<file path="src/rtl/mpeg_mv_pkg.sv">
// rtl/mpeg_mv_pkg.sv - shared motion-vector types, widths and range helper
package mpeg_mv_pkg;

  localparam int MV_CODE_W = 6;
  localparam int MV_RES_W  = 8;

  typedef enum logic [1:0] {
    IDLE   = 2'd0,
    EMIT_X = 2'd1,
    EMIT_Y = 2'd2
  } mv_state_e;

  // Half-width of the legal difference/vector range for a given r_size.
  function automatic logic signed [31:0] mv_lim(input int r_size);
    return 32'sd16 <<< r_size;
  endfunction

endpackage

</file>
<file path="src/rtl/mv_component_encode.sv">
// rtl/mv_component_encode.sv - one-component motion code/residual encoder
module mv_component_encode
  import mpeg_mv_pkg::*;
#(
  parameter int R_SIZE = 2
) (
  input  logic signed [31:0]          v_i,
  input  logic signed [31:0]          p_i,
  output logic signed [MV_CODE_W-1:0] code_o,
  output logic        [MV_RES_W-1:0]  residual_o,
  output logic signed [31:0]          recon_o,
  output logic                        range_err_o
);

  localparam logic signed [31:0] LIM    = mv_lim(R_SIZE);
  localparam logic        [31:0] F_MASK = (32'd1 << R_SIZE) - 32'd1;

  logic signed [31:0] raw;
  logic signed [31:0] d;
  logic signed [31:0] mag;
  logic signed [31:0] code_full;
  logic        [31:0] res_full;
  logic signed [31:0] rsum;

  always_comb begin
    raw = v_i - p_i;
    d   = raw;
    if (raw < -LIM) begin
      d = raw + (LIM <<< 1);
    end else if (raw >= LIM) begin
      d = raw - (LIM <<< 1);
    end

    mag       = (d < 0) ? (-d - 32'sd1) : (d - 32'sd1);
    code_full = (mag >>> R_SIZE) + 32'sd1;
    res_full  = mag & F_MASK;
    if (d == 0) begin
      code_full = '0;
      res_full  = '0;
    end else if (d < 0) begin
      code_full = -code_full;
    end

    // Reconstruction mirrors the decoder so both predictors track exactly.
    rsum = p_i + d;
    if (rsum < -LIM) begin
      rsum = rsum + (LIM <<< 1);
    end else if (rsum >= LIM) begin
      rsum = rsum - (LIM <<< 1);
    end

    range_err_o = (v_i < -LIM) || (v_i >= LIM);
  end

  assign code_o     = MV_CODE_W'(code_full);
  assign residual_o = MV_RES_W'(res_full);
  assign recon_o    = rsum;

endmodule

</file>
<file path="src/rtl/encode_motion_vector.sv">
// rtl/encode_motion_vector.sv - motion vector encoder emitting x then y code/residual pairs
module encode_motion_vector
  import mpeg_mv_pkg::*;
#(
  parameter int R_SIZE = 2,
  parameter int VW     = 16
) (
  input  logic                        clk,
  input  logic                        rst_n,
  input  logic                        in_valid,
  output logic                        in_ready,
  input  logic signed [VW-1:0]        mv_x,
  input  logic signed [VW-1:0]        mv_y,
  input  logic                        full_pel_vector,
  input  logic                        pmv_clear,
  output logic                        out_valid,
  input  logic                        out_ready,
  output logic                        out_comp,
  output logic signed [MV_CODE_W-1:0] motion_code,
  output logic        [MV_RES_W-1:0]  motion_residual,
  output logic                        range_err
);

  if ((R_SIZE < 0) || (R_SIZE > 8)) begin : g_bad_r_size
    $error("encode_motion_vector: R_SIZE must be 0..8");
  end

  mv_state_e                   state_q, state_d;
  logic signed [VW-1:0]        mv_y_q, mv_y_d;
  logic                        fp_q, fp_d;
  logic signed [VW-1:0]        pmv_x_q, pmv_x_d;
  logic signed [VW-1:0]        pmv_y_q, pmv_y_d;
  logic signed [VW-1:0]        recon_x_q, recon_x_d;
  logic signed [VW-1:0]        recon_y_q, recon_y_d;
  logic signed [MV_CODE_W-1:0] code_q, code_d;
  logic        [MV_RES_W-1:0]  res_q, res_d;
  logic                        comp_q, comp_d;
  logic                        err_q, err_d;

  logic                        sel_fp;
  logic signed [VW-1:0]        sel_mv;
  logic signed [VW-1:0]        sel_p;
  logic signed [31:0]          enc_v, enc_p, enc_recon, recon_sh;
  logic signed [MV_CODE_W-1:0] enc_code;
  logic        [MV_RES_W-1:0]  enc_res;
  logic                        enc_err;
  logic signed [VW-1:0]        pmv_new;

  // One encoder: x operands while idle (capture cycle), y operands otherwise.
  always_comb begin
    if (state_q == IDLE) begin
      sel_fp = full_pel_vector;
      sel_mv = mv_x;
      sel_p  = pmv_clear ? '0 : pmv_x_q;
    end else begin
      sel_fp = fp_q;
      sel_mv = mv_y_q;
      sel_p  = pmv_y_q;
    end
    enc_v    = sel_fp ? (32'(sel_mv) >>> 1) : 32'(sel_mv);
    enc_p    = sel_fp ? (32'(sel_p) >>> 1) : 32'(sel_p);
    recon_sh = sel_fp ? (enc_recon <<< 1) : enc_recon;
    pmv_new  = VW'(recon_sh);
  end

  mv_component_encode #(.R_SIZE(R_SIZE)) u_enc (
    .v_i        (enc_v),
    .p_i        (enc_p),
    .code_o     (enc_code),
    .residual_o (enc_res),
    .recon_o    (enc_recon),
    .range_err_o(enc_err)
  );

  always_comb begin
    state_d   = state_q;
    mv_y_d    = mv_y_q;
    fp_d      = fp_q;
    pmv_x_d   = pmv_x_q;
    pmv_y_d   = pmv_y_q;
    recon_x_d = recon_x_q;
    recon_y_d = recon_y_q;
    code_d    = code_q;
    res_d     = res_q;
    comp_d    = comp_q;
    err_d     = err_q;
    case (state_q)
      IDLE: begin
        if (pmv_clear) begin
          pmv_x_d = '0;
          pmv_y_d = '0;
        end
        if (in_valid) begin
          mv_y_d    = mv_y;
          fp_d      = full_pel_vector;
          code_d    = enc_code;
          res_d     = enc_res;
          err_d     = enc_err;
          comp_d    = 1'b0;
          recon_x_d = pmv_new;
          state_d   = EMIT_X;
        end
      end
      EMIT_X: begin
        if (out_ready) begin
          code_d    = enc_code;
          res_d     = enc_res;
          err_d     = enc_err;
          comp_d    = 1'b1;
          recon_y_d = pmv_new;
          state_d   = EMIT_Y;
        end
      end
      EMIT_Y: begin
        if (out_ready) begin
          pmv_x_d = recon_x_q;
          pmv_y_d = recon_y_q;
          code_d  = '0;
          res_d   = '0;
          err_d   = 1'b0;
          comp_d  = 1'b0;
          state_d = IDLE;
        end
      end
      default: state_d = IDLE;
    endcase
  end

  always_ff @(posedge clk or negedge rst_n) begin
    if (!rst_n) begin
      state_q   <= IDLE;
      mv_y_q    <= '0;
      fp_q      <= 1'b0;
      pmv_x_q   <= '0;
      pmv_y_q   <= '0;
      recon_x_q <= '0;
      recon_y_q <= '0;
      code_q    <= '0;
      res_q     <= '0;
      comp_q    <= 1'b0;
      err_q     <= 1'b0;
    end else begin
      state_q   <= state_d;
      mv_y_q    <= mv_y_d;
      fp_q      <= fp_d;
      pmv_x_q   <= pmv_x_d;
      pmv_y_q   <= pmv_y_d;
      recon_x_q <= recon_x_d;
      recon_y_q <= recon_y_d;
      code_q    <= code_d;
      res_q     <= res_d;
      comp_q    <= comp_d;
      err_q     <= err_d;
    end
  end

  assign in_ready        = (state_q == IDLE);
  assign out_valid       = (state_q != IDLE);
  assign out_comp        = comp_q;
  assign motion_code     = code_q;
  assign motion_residual = res_q;
  assign range_err       = err_q;

endmodule
</file>
<file path="config.mk">
export PLATFORM = sky130hd
export DESIGN_NAME = encode_motion_vector
export DESIGN_NICKNAME = d
export VERILOG_FILES = /design/src/rtl/mpeg_mv_pkg.sv /design/src/rtl/mv_component_encode.sv /design/src/rtl/encode_motion_vector.sv
export SDC_FILE = /design/constraint.sdc
export NUM_CORES = 1
export LEC_CHECK = 0
export BUFFER_PORTS_ARGS = -buffer_cell sky130_fd_sc_hd__buf_2
export CAP_MARGIN = 20
export CORE_ASPECT_RATIO = 1.5
export CORE_UTILIZATION = 33
export CTS_CLUSTER_SIZE = 14
export DETAILED_ROUTE_END_ITERATION = 10
export SLEW_MARGIN = 10
export SYNTH_ARGS = -nofsm -noshare
export SYNTH_HDL_FRONTEND = slang
export SYNTH_SLANG_ARGS = --single-unit
export TNS_END_PERCENT = 20
</file>
<file path="constraint.sdc">
create_clock -name clk -period 12.52 [get_ports clk]
set_input_delay 2.504 -clock clk [delete_from_list [all_inputs] [get_ports clk]]
set_output_delay 2.504 -clock clk [all_outputs]
set_load 0.005 [all_outputs]
</file>
==> flow_summary_export.csv <==
group,metric,value,unit
synth,synthMuxAreaShare,6.326,%
synth,yosys.area_share.simple,24.87,%
worst_setup_path,arrival,12270,ps
synth,syn_avg_cell_area,7.757,um2
floorplanning,start_util,33.75,%
placed_design,port_buffers,49,
global_routing,grt_overflow_total,0,
synth,netlist_top_cells_count,"155 x nand2_1, 105 x o21ai_0, 93 x dfrtp_1",
cells_and_area,antenna_cells,0,
floorplanning,die_h,220.9,um
clock_tree,clock_path_buffers,2,
synth,ys_types,110,
worst_setup_path,critPathKind,"input pin to flip-flop",
timing,clock.fmax,82.76,MHz
worst_setup_path,start_kind,"input pin",
floorplanning,ios,56,
worst_setup_path,cp-end-kind,"flip-flop",
placed_design,gp_congestion,0.9573,
routing,ant_nets,0,
timing,hold_violations,0,
global_routing,antenna_found_initial,0,
global_routing,grt_pass1_wl,57960,um
run,cap_viol_max_count,0,
synth,synthTopCellsByArea,"dfrtp_1 22%, nand2_1 5.5%, ha_1 5.1%",
floorplanning,coreArea,31240,um2
synth,synthAdderAreaFrac,6.172,%
timing,worst_pin_slew,1035,ps
synth,yosysTopAreaCellShare,22.08,%
synth,synth_area,10540,um2
synth,synth_xor_area_share,5.970,%
routing,drt_pass1_iterations,6,
synth,synth_top_cell_by_area,"dfrtp_1",
floorplanning,dieArea,32680,um2
clock_tree,ctsHoldBuffers,0,
placed_design,dpl_cell_area,11120,um2
floorplanning,fp.dieW,147.9,um
routing,drc_errors,0,
cells_and_area,num-fill-cells,3324,
clock_tree,cts_resized,0,
synth,synthCells,1359,
synth,yosysWarnings,0,
global_routing,grt.total_usage,22.56,%
clock_tree,path_clk_slew,70,ps
synth,synth_top_family_by_area,"compound AO/OA/AOI/OAI gates",
timing,finClkSkew,7.247,ps
timing,holdWs,482.7,ps
cells_and_area,syn_to_final_growth,8.368,%
timing,post-route-min-period,12080,ps
worst_setup_path,path_max_fanout,27,
clock_tree,clk_latency,360,ps
clock_tree,htreeDepth,3,
timing,setup_viol,0,
timing,slew_viol_final,0,
routing,via_count,10618,
floorplanning,rows,79,
synth,async_flop_share,100.0,%
global_routing,grt_max_degree,70,
cells_and_area,fin_nets,1445,
clock_tree,cts_buffers,9,
synth,synth_edf_count,0,
worst_setup_path,critPathMostFrequentCell,"a21oi_1",
synth,yosysMostFrequentCell,"nand2_1",
routing,via_per_inst,5.985,
synth,synthFlopType,"dfrtp_1",
global_routing,grt_pass1_vias,10561,
synth,ys_ff_latch,93,
worst_setup_path,cpMaxStageDelayCell,"or4_4",
timing,finalCritPeriodShare,96.51,%
outcome,status,"finished clean",
worst_setup_path,max_stage_delay,640,ps
routing,drtIter0Drc,762,
cells_and_area,finalInstanceArea,11420,um2
timing,setup_tns,0,ps
clock_tree,clock-sinks,93,
routing,wirelength,36640,um
routing,routedWlPerCell,20.66,um
timing,rsz0062_at_grt,"false",
cells_and_area,drive_above_1_share,13.29,%
synth,synth_compound_area_share,28.58,%
worst_setup_path,worstPathRequired,12710,ps
worst_hold_path,hp-class,"flip-flop to flip-flop",
clock_tree,cts_setup_buffers,0,
timing,maxSlewHeadroom,30.85,%
clock_tree,tritoncts,"built",
synth,ys_seq_area_share,22.08,%
clock_tree,cts_root_buf,"clkbuf_16",
placed_design,place_hpwl,29300,um
## cell usage in the layout, fill, tap and decap left out, types with 16 or more instances in the layout
cell type and n:
nand2_1 154, o21ai_0 104, dfrtp_1 92, a21oi_1 82, nor2_1 74, nand3_1 62, inv_1 58, buf_2 48
xnor2_1 46, ha_1 43, nor3_1 38, mux2i_1 36, buf_4 25, a21o_1 24, xor2_1 24, nand4_1 21
mux2_2 20, a22o_1 19, and3_1 19, nor4_1 17, and2_1 16, a211oi_1 16, o211ai_1 16, nor2b_1 16
## sequential cells by signal, summed over array words and instances, names as in the netlist
register / cells
fp_q: 1
out_comp: 1
motion_residual: 2
recon_x_q: 16
motion_code: 6
state_q: 2
range_err: 1
recon_y_q: 16
pmv_y_q: 16
pmv_x_q: 16
mv_y_q: 16
## final timing paths
| path | endpoint | slack (ps) | start | cells after the start |
|---|---|---|---|---|
| worst max register to register | recon_x_q[15] | 2040 | state_q[1] | 35 |
| worst max-delay path | recon_x_q[15] | 440 | full_pel_vector | 37 |
| worst min register to register | recon_x_q[5] | 480 | recon_x_q[5] | 2 |
| worst min-delay path | recon_x_q[5] | 480 | recon_x_q[5] | 2 |
| min in group asynchronous | mv_y_q[15] | 2030 | rst_n | 1 |
| max in group asynchronous | state_q[1] | 9180 | rst_n | 2 |
## routing by layer
layer / vias up / wire length, um / GRT usage (%) / part of all wire (%)
met3: 122 / 1252 / 1.897 / 3.4
met2: 371 / 18660 / 40.66 / 51
li1: 5046 / - / - / -
met4: 0 / 2663 / 16.66 / 7.3
met5: - / 0 / 0 / 0
met1: 5079 / 14070 / 24.34 / 38
## final cells by class
| class | instances | area (um2) | share of cell area, % |
|---|---|---|---|
| multi-input combinational | 1126 | 7634 | 66.82 |
| clock inverter | 7 | 63.81 | 0.5586 |
| clock buffer | 9 | 225.2 | 1.972 |
| timing repair buffer | 74 | 435.4 | 3.812 |
| sequential | 93 | 2328 | 20.38 |
| inverter | 60 | 230.2 | 2.015 |
| tap | 405 | 506.7 | 4.436 |
## through the flow
| stage | setup WS (ps) | instances | utilization, % |
|---|---|---|---|
| CTS | 554.5 | 1773 | 36.51 |
| floorplan | 1091 | 1364 | - |
| finish | 436.6 | 1774 | 36.57 |
| global placement | 211.8 | 1757 | 35.59 |
| detailed placement | 198.8 | 1757 | 35.59 |
| global route | 2.665 | 1774 | 36.57 |
## cell families after synthesis
| logic type | after synthesis |
|---|---|
| adders and majority gates | 54 |
| muxes | 61 |
| buffers and inverters | 145 |
| AOI/OAI and AO/OA | 428 |
| other | 1 |
| xor gates and xnor gates | 71 |
| and+or+nand+nor | 506 |
| DFF | 93 |
## worst max-delay path: cells and delay by family
family,cells,cell delay [ps]
simple gates,10,2920
buf+inv,3,770
mux,1,150
compound gates,17,4240
xor+xnor,3,790
fa+ha+maj,3,850
Power is left out: the tool's default activity adds up to more than one toggle a clock period on the data nets, which glitch-free logic cannot reach.
